**src/rtl/ex_me_pkg.sv**
```systemverilog
// Shared types for the EX->ME pipeline register: lane payload layout,
// payload width and the occupancy state encoding.
package ex_me_pkg;

    // One issue lane's worth of EX results handed to ME.
    typedef struct packed {
        logic [31:0] pc;
        logic [31:0] alu;
        logic [31:0] bradd;
        logic [31:0] wtdat;
        logic        zero;
        logic [2:0]  branchop;
        logic [3:0]  memop;
        logic [4:0]  rd;
        logic        regwrite;
        logic [1:0]  rfwt_sel;
        logic        order;
    } ex_me_lane_t;

    localparam int unsigned EX_ME_DATA_W = $bits(ex_me_lane_t);

    // Number of held bundles is encoded directly in the state value.
    typedef enum logic [1:0] {
        StEmpty = 2'd0,
        StOne   = 2'd1,
        StTwo   = 2'd2
    } ex_me_state_e;

    function automatic logic [1:0] occ_of_state(ex_me_state_e st);
        logic [1:0] occ;
        unique case (st)
            StEmpty: occ = 2'd0;
            StOne:   occ = 2'd1;
            StTwo:   occ = 2'd2;
            default: occ = 2'd0;
        endcase
        return occ;
    endfunction

endpackage

```
**src/rtl/ex_me_bundle_reg.sv**
```systemverilog
// Load-enabled bundle register (per-lane valid + payload) with synchronous
// clear. Clear wins over load.
module ex_me_bundle_reg
    import ex_me_pkg::*;
#(
    parameter int unsigned LANES  = 2,
    parameter int unsigned DATA_W = EX_ME_DATA_W
) (
    input  logic                    clk_i,
    input  logic                    rst_ni,
    input  logic                    clr_i,
    input  logic                    load_i,
    input  logic [LANES-1:0]        d_valid_i,
    input  logic [LANES*DATA_W-1:0] d_data_i,
    output logic [LANES-1:0]        q_valid_o,
    output logic [LANES*DATA_W-1:0] q_data_o
);

    logic [LANES-1:0]        valid_d, valid_q;
    logic [LANES*DATA_W-1:0] data_d, data_q;

    // Next-state: clear, load or hold.
    always_comb begin
        valid_d = valid_q;
        data_d  = data_q;
        if (clr_i) begin
            valid_d = '0;
            data_d  = '0;
        end else if (load_i) begin
            valid_d = d_valid_i;
            data_d  = d_data_i;
        end
    end

    // Storage flops, cleared asynchronously on reset.
    always_ff @(posedge clk_i or negedge rst_ni) begin
        if (!rst_ni) begin
            valid_q <= '0;
            data_q  <= '0;
        end else begin
            valid_q <= valid_d;
            data_q  <= data_d;
        end
    end

    assign q_valid_o = valid_q;
    assign q_data_o  = data_q;

endmodule

```
**src/rtl/ex_me_pipe_reg.sv**
```systemverilog
// EX->ME pipeline register: main entry M drives ME, skid entry S absorbs the
// bundle accepted in the cycle ME stalls, so in_ready can be a flop.
module ex_me_pipe_reg
    import ex_me_pkg::*;
#(
    parameter int unsigned LANES  = 2,
    parameter int unsigned DATA_W = EX_ME_DATA_W,
    parameter int unsigned CNT_W  = 16
) (
    input  logic                    CLK,
    input  logic                    RST_n,
    input  logic                    flush,
    input  logic [LANES-1:0]        in_valid,
    input  logic [LANES*DATA_W-1:0] in_data,
    output logic                    in_ready,
    output logic [LANES-1:0]        out_valid,
    output logic [LANES*DATA_W-1:0] out_data,
    input  logic                    out_ready,
    output logic [1:0]              occupancy,
    output logic [CNT_W-1:0]        stall_cnt
);

    ex_me_state_e            state_d, state_q;
    logic                    in_ready_d, in_ready_q;
    logic [CNT_W-1:0]        stall_d, stall_q;

    logic                    present, accept, emit, stalled;
    logic [LANES*DATA_W-1:0] in_data_masked;

    logic                    m_load, m_clr, s_load, s_clr;
    logic [LANES-1:0]        m_src_valid, m_valid, s_valid;
    logic [LANES*DATA_W-1:0] m_src_data, m_data, s_data;

    // Lanes without valid are stored as zero so ME never sees stale payload.
    always_comb begin
        in_data_masked = '0;
        for (int i = 0; i < LANES; i++) begin
            if (in_valid[i]) begin
                in_data_masked[i*DATA_W +: DATA_W] = in_data[i*DATA_W +: DATA_W];
            end
        end
    end

    assign present = |in_valid;
    assign accept  = present & in_ready_q;
    assign emit    = (|m_valid) & out_ready;
    assign stalled = (|m_valid) & ~out_ready;

    // M refills from S when draining TWO, otherwise from the input bundle.
    assign m_src_valid = (state_q == StTwo) ? s_valid : in_valid;
    assign m_src_data  = (state_q == StTwo) ? s_data  : in_data_masked;

    // Occupancy FSM and storage control; flush outranks accept and emit.
    always_comb begin
        state_d = state_q;
        m_load  = 1'b0;
        m_clr   = 1'b0;
        s_load  = 1'b0;
        s_clr   = 1'b0;
        if (flush) begin
            state_d = StEmpty;
            m_clr   = 1'b1;
            s_clr   = 1'b1;
        end else begin
            unique case (state_q)
                StEmpty: begin
                    if (accept) begin
                        m_load  = 1'b1;
                        state_d = StOne;
                    end
                end
                StOne: begin
                    if (accept && emit) begin
                        m_load = 1'b1;
                    end else if (accept) begin
                        s_load  = 1'b1;
                        state_d = StTwo;
                    end else if (emit) begin
                        m_clr   = 1'b1;
                        state_d = StEmpty;
                    end
                end
                StTwo: begin
                    if (emit) begin
                        m_load  = 1'b1;
                        s_clr   = 1'b1;
                        state_d = StOne;
                    end
                end
                default: begin
                    state_d = StEmpty;
                    m_clr   = 1'b1;
                    s_clr   = 1'b1;
                end
            endcase
        end
    end

    // in_ready follows the next state, so out_ready never reaches it combinationally.
    always_comb begin
        in_ready_d = (state_d != StTwo);
    end

    // Saturating count of cycles ME holds off a valid bundle; flush leaves it alone.
    always_comb begin
        stall_d = stall_q;
        if (stalled && (stall_q != {CNT_W{1'b1}})) begin
            stall_d = stall_q + 1'b1;
        end
    end

    // Control state, ready flop and stall counter.
    always_ff @(posedge CLK or negedge RST_n) begin
        if (!RST_n) begin
            state_q    <= StEmpty;
            in_ready_q <= 1'b1;
            stall_q    <= '0;
        end else begin
            state_q    <= state_d;
            in_ready_q <= in_ready_d;
            stall_q    <= stall_d;
        end
    end

    ex_me_bundle_reg #(
        .LANES  (LANES),
        .DATA_W (DATA_W)
    ) u_main (
        .clk_i     (CLK),
        .rst_ni    (RST_n),
        .clr_i     (m_clr),
        .load_i    (m_load),
        .d_valid_i (m_src_valid),
        .d_data_i  (m_src_data),
        .q_valid_o (m_valid),
        .q_data_o  (m_data)
    );

    ex_me_bundle_reg #(
        .LANES  (LANES),
        .DATA_W (DATA_W)
    ) u_skid (
        .clk_i     (CLK),
        .rst_ni    (RST_n),
        .clr_i     (s_clr),
        .load_i    (s_load),
        .d_valid_i (in_valid),
        .d_data_i  (in_data_masked),
        .q_valid_o (s_valid),
        .q_data_o  (s_data)
    );

    assign in_ready  = in_ready_q;
    assign out_valid = m_valid;
    assign out_data  = m_data;
    assign occupancy = occ_of_state(state_q);
    assign stall_cnt = stall_q;

endmodule

```
**config.mk**
```make
export PLATFORM = sky130hd
export DESIGN_NAME = ex_me_pipe_reg
export DESIGN_NICKNAME = d
export VERILOG_FILES = /design/src/rtl/ex_me_pkg.sv /design/src/rtl/ex_me_bundle_reg.sv /design/src/rtl/ex_me_pipe_reg.sv
export SDC_FILE = /design/constraint.sdc
export NUM_CORES = 1
export LEC_CHECK = 0
export BUFFER_PORTS_ARGS = -buffer_cell sky130_fd_sc_hd__buf_2
export CAP_MARGIN = 0
export CORE_AREA = 2 2 234 236
export CTS_CLUSTER_SIZE = 14
export DETAILED_ROUTE_END_ITERATION = 6
export DIE_AREA = 0 0 236 238
export PLACE_DENSITY = 0.78
export SYNTH_ARGS = -nofsm -noshare
export SYNTH_HDL_FRONTEND = slang
export SYNTH_SLANG_ARGS = --single-unit
```
**constraint.sdc**
```tcl
create_clock -name CLK -period 2.6 [get_ports CLK]
set_input_delay 0.26 -clock CLK [delete_from_list [all_inputs] [get_ports CLK]]
set_output_delay 0.26 -clock CLK [all_outputs]
set_load 0.02 [all_outputs]
```
==> flow_summary_export.csv, run 1 <==
group,metric,value,unit
synthesis,yosysUniqueCellTypes,46,
placed_design,place_hpwl,51040,um
sta,final.period_utilization,96.21,%
detailed_routing,num_vias,23212,
setup_path,cp.required,2.34,ns
placed_design,placed_area,29360,um^2
clocking,post_cts_buffers,0,
die,die_width,236,um
layout,nets,3157,
synthesis,async_flop_share,100.0,%
placed_design,dpl_worst_slack,0.3149,ns
layout,multiInputGateArea,9578,um^2
layout,fin_util,64.29,%
detailed_routing,wirelength,90590,um
die,io_pins,607,
sta,min_period,2.502,ns
clocking,cts_tree,"yes",
layout,seq_area,15090,um^2
layout,final_common_cell,"buf_2",
grt,grt_pass1_vias,23797,
grt,grt.total_usage,31.19,%
grt,grt.overflow.total,0,
grt,grt_pass1_wl,140200,um
pwr,p_leak,17.34,nW
detailed_routing,drt_iter0_markers,2616,
detailed_routing,wl_per_cell,25.02,um
synthesis,synth-seq-area-share,58.30,%
sta,slew_headroom,46.24,%
sta,slew_viol_final,0,
sta,finalSetupViolCount,0,
clocking,clk_pin_slew,0.06,ns
detailed_routing,first_pass_iters,5,
clocking,clock-sinks,603,
synthesis,synth-main-ff-cell,"dfrtp_1",
sta,grt_setup_unrepaired,"no",
synthesis,ys_ff_latch,603,
clocking,numCtsBuffers,61,
synthesis,synth_edf_count,0,
placed_design,gp_routability_congestion,0.8761,
clocking,cts-root-buf,"clkbuf_16",
setup_path,path_max_fanout,67,
layout,drive_gt1_share,29.85,%
sta,max_freq,399.8,MHz
sta,hold_viol_final,0,
sta,worst_pin_slew,0.8064,ns
die,die_h,238,um
layout,areaGrowthSynthToFinish,32.86,%
die,core_area,53500,um^2
detailed_routing,vias_per_cell,6.412,
grt,antenna_found_initial,13,
grt,grt_max_degree,157,
setup_path,crit_type,"reg -> out",
status,status,"completed",
pwr,powerDensity,745.8,nW/um^2
setup_path,r2r_cells,6,
worst_hold_path,hold_depth,4,
run,drv_cap,0,
pwr,p_total,25.65,mW
detailed_routing,antenna_left,0,
setup_path,setup.worst_path.start_class,"flip-flop",
layout,stdcell_area,34390,um^2
synthesis,syn-mean-instance-area,12.49,um^2
synthesis,synth_nets,2369,
sta,fin_skew,0.01913,ns
synthesis,yosys_warnings,0,
detailed_routing,drc_errors,0,
worst_hold_path,hold_class,"in -> reg",
layout,final_cell_mix,"604 x buf_2, 602 x dfrtp_1, 293 x a21oi_1",
die,fp-row-count,85,
clocking,clock_latency,0.62,ns
sta,tns,0,ns
setup_path,crit_arrival,2.24,ns
die,initial_core_util,48.39,%
sta,worst_slack,0.09849,ns
clocking,clk_path_buf_depth,3,
placed_design,port-buffer-count,606,
clocking,htree_levels,2,
synthesis,synth_cells,2072,
synthesis,netlist_area,25880,um^2
pwr,vdd_drop_max,0.5672,mV
setup_path,critical_path.endpoint_type,"primary output",
die,die-area,56170,um^2
layout,final.fill_count,3704,
==> through the flow <==
step	hold slack, ns	instances
final	0.1257	3620
after global routing	0.1257	3616
after CTS	0.09523	3604
after detailed placement	0.3594	3200
after global placement	0.3532	3200
after floorplan	-0.03559	2072
==> registers in the layout, indices dropped and copies added (netlist names) <==
name / flops
stall_cnt: 16
u_skid.q_valid_o: 2
state_q: 2
u_main.q_valid_o: 2
u_skid.q_data_o: 290
u_main.q_data_o: 290
in_ready: 1
==> cell families (layout without fill, tap and decap cells) <==
family | Yosys count | count (layout) | synth area share [%]
xor+xnor | 13 | 13 | 0.4399
flops | 603 | 603 | 58.30
buf+inv | 228 | 1064 | 4.848
simple gates | 333 | 333 | 8.034
fa+ha+maj | 1 | 1 | 0.04833
other cells | 0 | 16 | 0
compound gates | 890 | 890 | 28.17
mux | 4 | 4 | 0.1643
==> synthesized netlist by cell type, types with 6 or more instances <==
| master | n | area (um^2) |
|---|---|---|
| buf_6 | 31 | 349.1 |
| nand2_1 | 6 | 22.52 |
| nor2_1 | 6 | 22.52 |
| clkbuf_1 | 79 | 296.5 |
| dfrtp_1 | 602 | 15060 |
| xor2_1 | 10 | 87.58 |
| clkbuf_2 | 10 | 50.05 |
| a21oi_1 | 294 | 1471 |
| buf_4 | 10 | 75.07 |
| o2bb2ai_1 | 193 | 1690 |
| buf_2 | 93 | 465.5 |
| o2bb2ai_2 | 99 | 1486 |
| and3_1 | 291 | 1821 |
| a22o_1 | 290 | 2540 |
==> metal layers <==
layer  vias to the layer above  track usage [%]  wire (um)
met2                      1659            48.86      42260
met4                         0            16.97       5651
met5                         -                0          0
li1                       9554                -          -
met1                     11589            40.02      33640
met3                       410            7.867       9040
==> what timing repair did <==
action | 4_1_cts | 5_1_grt
setup endpoints to repair | 1 | 1
hold endpoints to repair | 347 | 0
hold buffers | 292 | 0
cloned | 1 | 0
resized for setup | 1 | 1
==> final cells by class <==
type | count | share of cell area [%]
diodes | 16 | 0.1164
clock buffers | 93 | 5.283
clock inverters | 18 | 0.6039
inverters | 4 | 0.08004
multi-input cells | 1241 | 27.85
flip-flops and latches | 603 | 43.88
well taps | 696 | 2.532
repair buffers | 949 | 19.65
==> power by group <==
group	internal (mW)	total, mW	switching [mW]
combinational	1.99	5.77	3.79
clock	5.19	8.99	3.80
sequential	10.2	10.9	0.667
total	17.4	25.6	8.25
==> critical path: stages, from the launching register on <==
cell      delay, ns
dfrtp_1        0.45
nand2b_4       0.34
clkinv_8       0.24
buf_16         0.27
buf_2          0.24
==> final timing paths <==
kind / from / slack [ns] / to
min in group asynchronous: RST_n / 0.29 / u_main.q_data_o[66]$_DFFE_PN0P_
max in group asynchronous: RST_n / 1.48 / u_skid.q_data_o[4]$_DFFE_PN0P_
hold / removal: out_ready / 0.13 / state_q[0]$_DFF_PN0_
setup / recovery: state_q[0]$_DFF_PN0_ / 0.1 / occupancy[1]
hold reg to reg: u_main.q_data_o[249]$_DFFE_PN0P_ / 0.49 / u_main.q_data_o[249]$_DFFE_PN0P_
setup reg to reg: state_q[0]$_DFF_PN0_ / 0.14 / u_main.q_data_o[205]$_DFFE_PN0P_
Note: power is estimated with default switching activity, not from simulation.
==> run 2, diff against run 1 <==
- CORE_AREA: 2 2 234 236 -> default
- CORE_MARGIN: default -> 2
- CORE_UTILIZATION: default -> 55
- CTS_BUF_LIST: default -> sky130_fd_sc_hd__clkbuf_16
- DIE_AREA: 0 0 236 238 -> default
- PLACE_DENSITY: 0.78 -> 0.85
- SYNTH_HIERARCHICAL: default -> 1
==> flow_summary_export.csv, run 2 <==
group,metric,value,unit
status,status,"completed",
synthesis,yosys_warnings,6,
die,die-area,57660,um^2
detailed_routing,wl_per_cell,18.28,um
clocking,cts-root-buf,"clkbuf_16",
synthesis,yosys-top-cells-count,"882 x nand2_1, 602 x dfrtp_1, 586 x nor2_1",
synthesis,synth_cells,3240,
die,fp-row-count,86,
layout,areaGrowthSynthToFinish,17.77,%
sta,fin_skew,0.02595,ns
clocking,clk_pin_slew,0.07,ns
placed_design,port-buffer-count,606,
synthesis,yosysUniqueCellTypes,36,
setup_path,r2r_cells,7,
pwr,p_total,24.66,mW
synthesis,synthTopCellsByArea,"dfrtp_1 49%, mux2i_1 19%, nand2_1 11%, nor2_1 7.2%, and2_1 5.9%",
layout,final_common_cell,"nand2_1",
synthesis,async_flop_share,100.0,%
worst_hold_path,min_from,"in_data[254]",
clocking,clk_path_buf_depth,3,
setup_path,reg2reg_from,"in_ready$_DFF_PN1_",
synthesis,yosysTopAreaCell,"dfrtp_1",
sta,min_period,2.472,ns
die,io_pins,607,
sta,final.period_utilization,95.08,%
clocking,numCtsBuffers,61,
pwr,vdd_drop_max,0.5503,mV
worst_hold_path,hold_class,"in -> reg",
setup_path,crit_type,"reg -> out",
die,die_width,240.1,um
sta,slew_headroom,40.00,%
synthesis,synth_nets,3537,
sta,max_freq,404.5,MHz
setup_path,critical_path.endpoint_type,"primary output",
layout,nets,4058,
sta,tns,0,ns
setup_path,path_max_fanout,148,
synthesis,syn-mean-instance-area,9.464,um^2
worst_hold_path,hold_end,"u_skid/q_data_o[254]$_DFFE_PN0P_",
pwr,powerDensity,682.8,nW/um^2
sta,slew_viol_final,0,
synthesis,synthDominantCellAreaShare,49.13,%
synthesis,synth-seq-area-share,49.21,%
sta,grt_setup_unrepaired,"no",
detailed_routing,wirelength,83400,um
setup_path,cp.required,2.34,ns
clocking,htree_levels,2,
setup_path,rrSetupSlack,0.19,ns
setup_path,setup.worst_path.start_class,"flip-flop",
die,core_area,55090,um^2
layout,fin_util,65.55,%
layout,final_cell_mix,"882 x nand2_1, 603 x buf_2, 602 x dfrtp_1",
synthesis,synth-main-ff-cell,"dfrtp_1",
placed_design,dpl_worst_slack,0.2384,ns
sta,holdWs,0.03933,ns
setup_path,slowest_delay,0.45,ns
clocking,cts_tree,"yes",
detailed_routing,first_pass_iters,6,
die,die_h,240.1,um
setup_path,crit_arrival,2.21,ns
sta,worst_slack,0.1278,ns
clocking,clock-sinks,603,
synthesis,synthMostInstantiatedCell,"nand2_1",
die,initial_core_util,55.66,%
run,drv_cap,0,
layout,drive_gt1_share,20.76,%
placed_design,gp_routability_congestion,0.8533,
detailed_routing,drc_errors,0,
detailed_routing,vias_per_cell,5.429,
grt,antenna_found_initial,9,
placed_design,place_hpwl,53880,um
setup_path,critical-path-slowest-cell,"dfrtp_1",
clocking,post_cts_buffers,0,
synthesis,synth_edf_count,0,
grt,grt_max_degree,151,
setup_path,r2r_end,"u_main/q_data_o[130]$_DFFE_PN0P_",
pwr,p_leak,18.77,nW
synthesis,ys_ff_latch,603,
sta,hold_viol_final,0,
sta,worst_pin_slew,0.9001,ns
sta,finalSetupViolCount,0,
grt,grt.overflow.total,0,
grt,grt.total_usage,28.39,%
clocking,clock_latency,0.61,ns
setup_path,crit_path_cell_trace,"nand2b_4, inv_8, buf_12, buf_2",
synthesis,netlist_area,30660,um^2
worst_hold_path,hold_depth,4,
grt,grt_pass1_vias,24249,
grt,grt_pass1_wl,130700,um
detailed_routing,num_vias,24771,
detailed_routing,drt_iter0_markers,2095,
detailed_routing,antenna_left,0,
## run 2: changes by cell type in the layout (fill, tap and decap cells not counted), moves of 290 or more
cell / change
nand2_1: +876
mux2i_1: +582
nor2_1: +580
a21oi_1: -291
and2_1: +291
a22o_1: -290
## run 2: worst max path at each step
stage                    startpoint                          endpoint  slack, ns  cells after the start
6_report       state_q[0]$_DFF_PN0_                      occupancy[1]       0.13                      4
5_1_grt        state_q[0]$_DFF_PN0_                      occupancy[1]       0.01                      4
4_1_cts        state_q[0]$_DFF_PN0_                      occupancy[1]       0.06                      4
3_5_place_dp     in_ready$_DFF_PN1_   u_main/q_data_o[83]$_DFFE_PN0P_       0.24                      7
3_3_place_gp     in_ready$_DFF_PN1_   u_main/q_data_o[80]$_DFFE_PN0P_       0.38                      7
2_1_floorplan    in_ready$_DFF_PN1_  u_main/q_data_o[100]$_DFFE_PN0P_       0.61                      8
## run 2: logic make-up (layout without fill, tap and decap cells)
| group | Yosys count | in the layout | share of synthesized area (%) |
|---|---|---|---|
| flip-flops | 603 | 603 | 49.21 |
| multiplexers | 585 | 585 | 19.10 |
| other | 0 | 4 | 0 |
| AND/OR/NAND/NOR | 1792 | 1792 | 24.69 |
| adder cells (fa/ha/maj) | 1 | 1 | 0.04080 |
| buffers and inverters | 231 | 802 | 6.255 |
| AO/OA/AOI/OAI | 14 | 14 | 0.3019 |
| XOR/XNOR | 14 | 14 | 0.3999 |
## run 2: per-stage QoR
step / cells / area (um^2)
after global routing: 4562 / 36110
after CTS: 4559 / 36100
after global placement: 4442 / 33900
final: 4563 / 36110
after floorplan: 3240 / 30660
after detailed placement: 4442 / 33900
## run 2: area by class of cell
cell class | instances | area, um^2
Fill cell | 4126 | 18980
Sequential cell | 603 | 15090
Multi-Input combinational cell | 2406 | 13690
Timing Repair Buffer | 687 | 4204
Clock buffer | 63 | 1577
Tap cell | 748 | 935.9
Clock inverter | 50 | 588.1
Inverter | 2 | 15.01
Antenna cell | 4 | 10.01
## run 2: power by group
group	total, mW	switching, mW	leakage, nW	internal [mW]
logic	4.98	3.11	9.35	1.87
clock network	9.50	3.82	1.07	5.68
registers	10.2	0.342	8.35	9.84
total	24.7	7.26	18.8	17.4
## run 2: repair_timing
item                      CTS  global route
hold endpoints to repair   86             0
gates resized for setup     0             0
hold buffers                4             0
## run 2: worst max-delay path, delay by kind of cell (launching register included)
| family | cells | cell delay, ns |
|---|---|---|
| buf+inv | 3 | 0.80 |
| simple gates | 1 | 0.24 |
| flops | 1 | 0.45 |
## run 2: per-layer routing
layer	vias to the layer above	wire length (um)	global-route usage (%)
li1	11369	-	-
met1	11971	33170	37.43
met2	1185	39320	44.46
met3	234	7239	6.728
met4	12	3586	13.31
met5	-	80	0
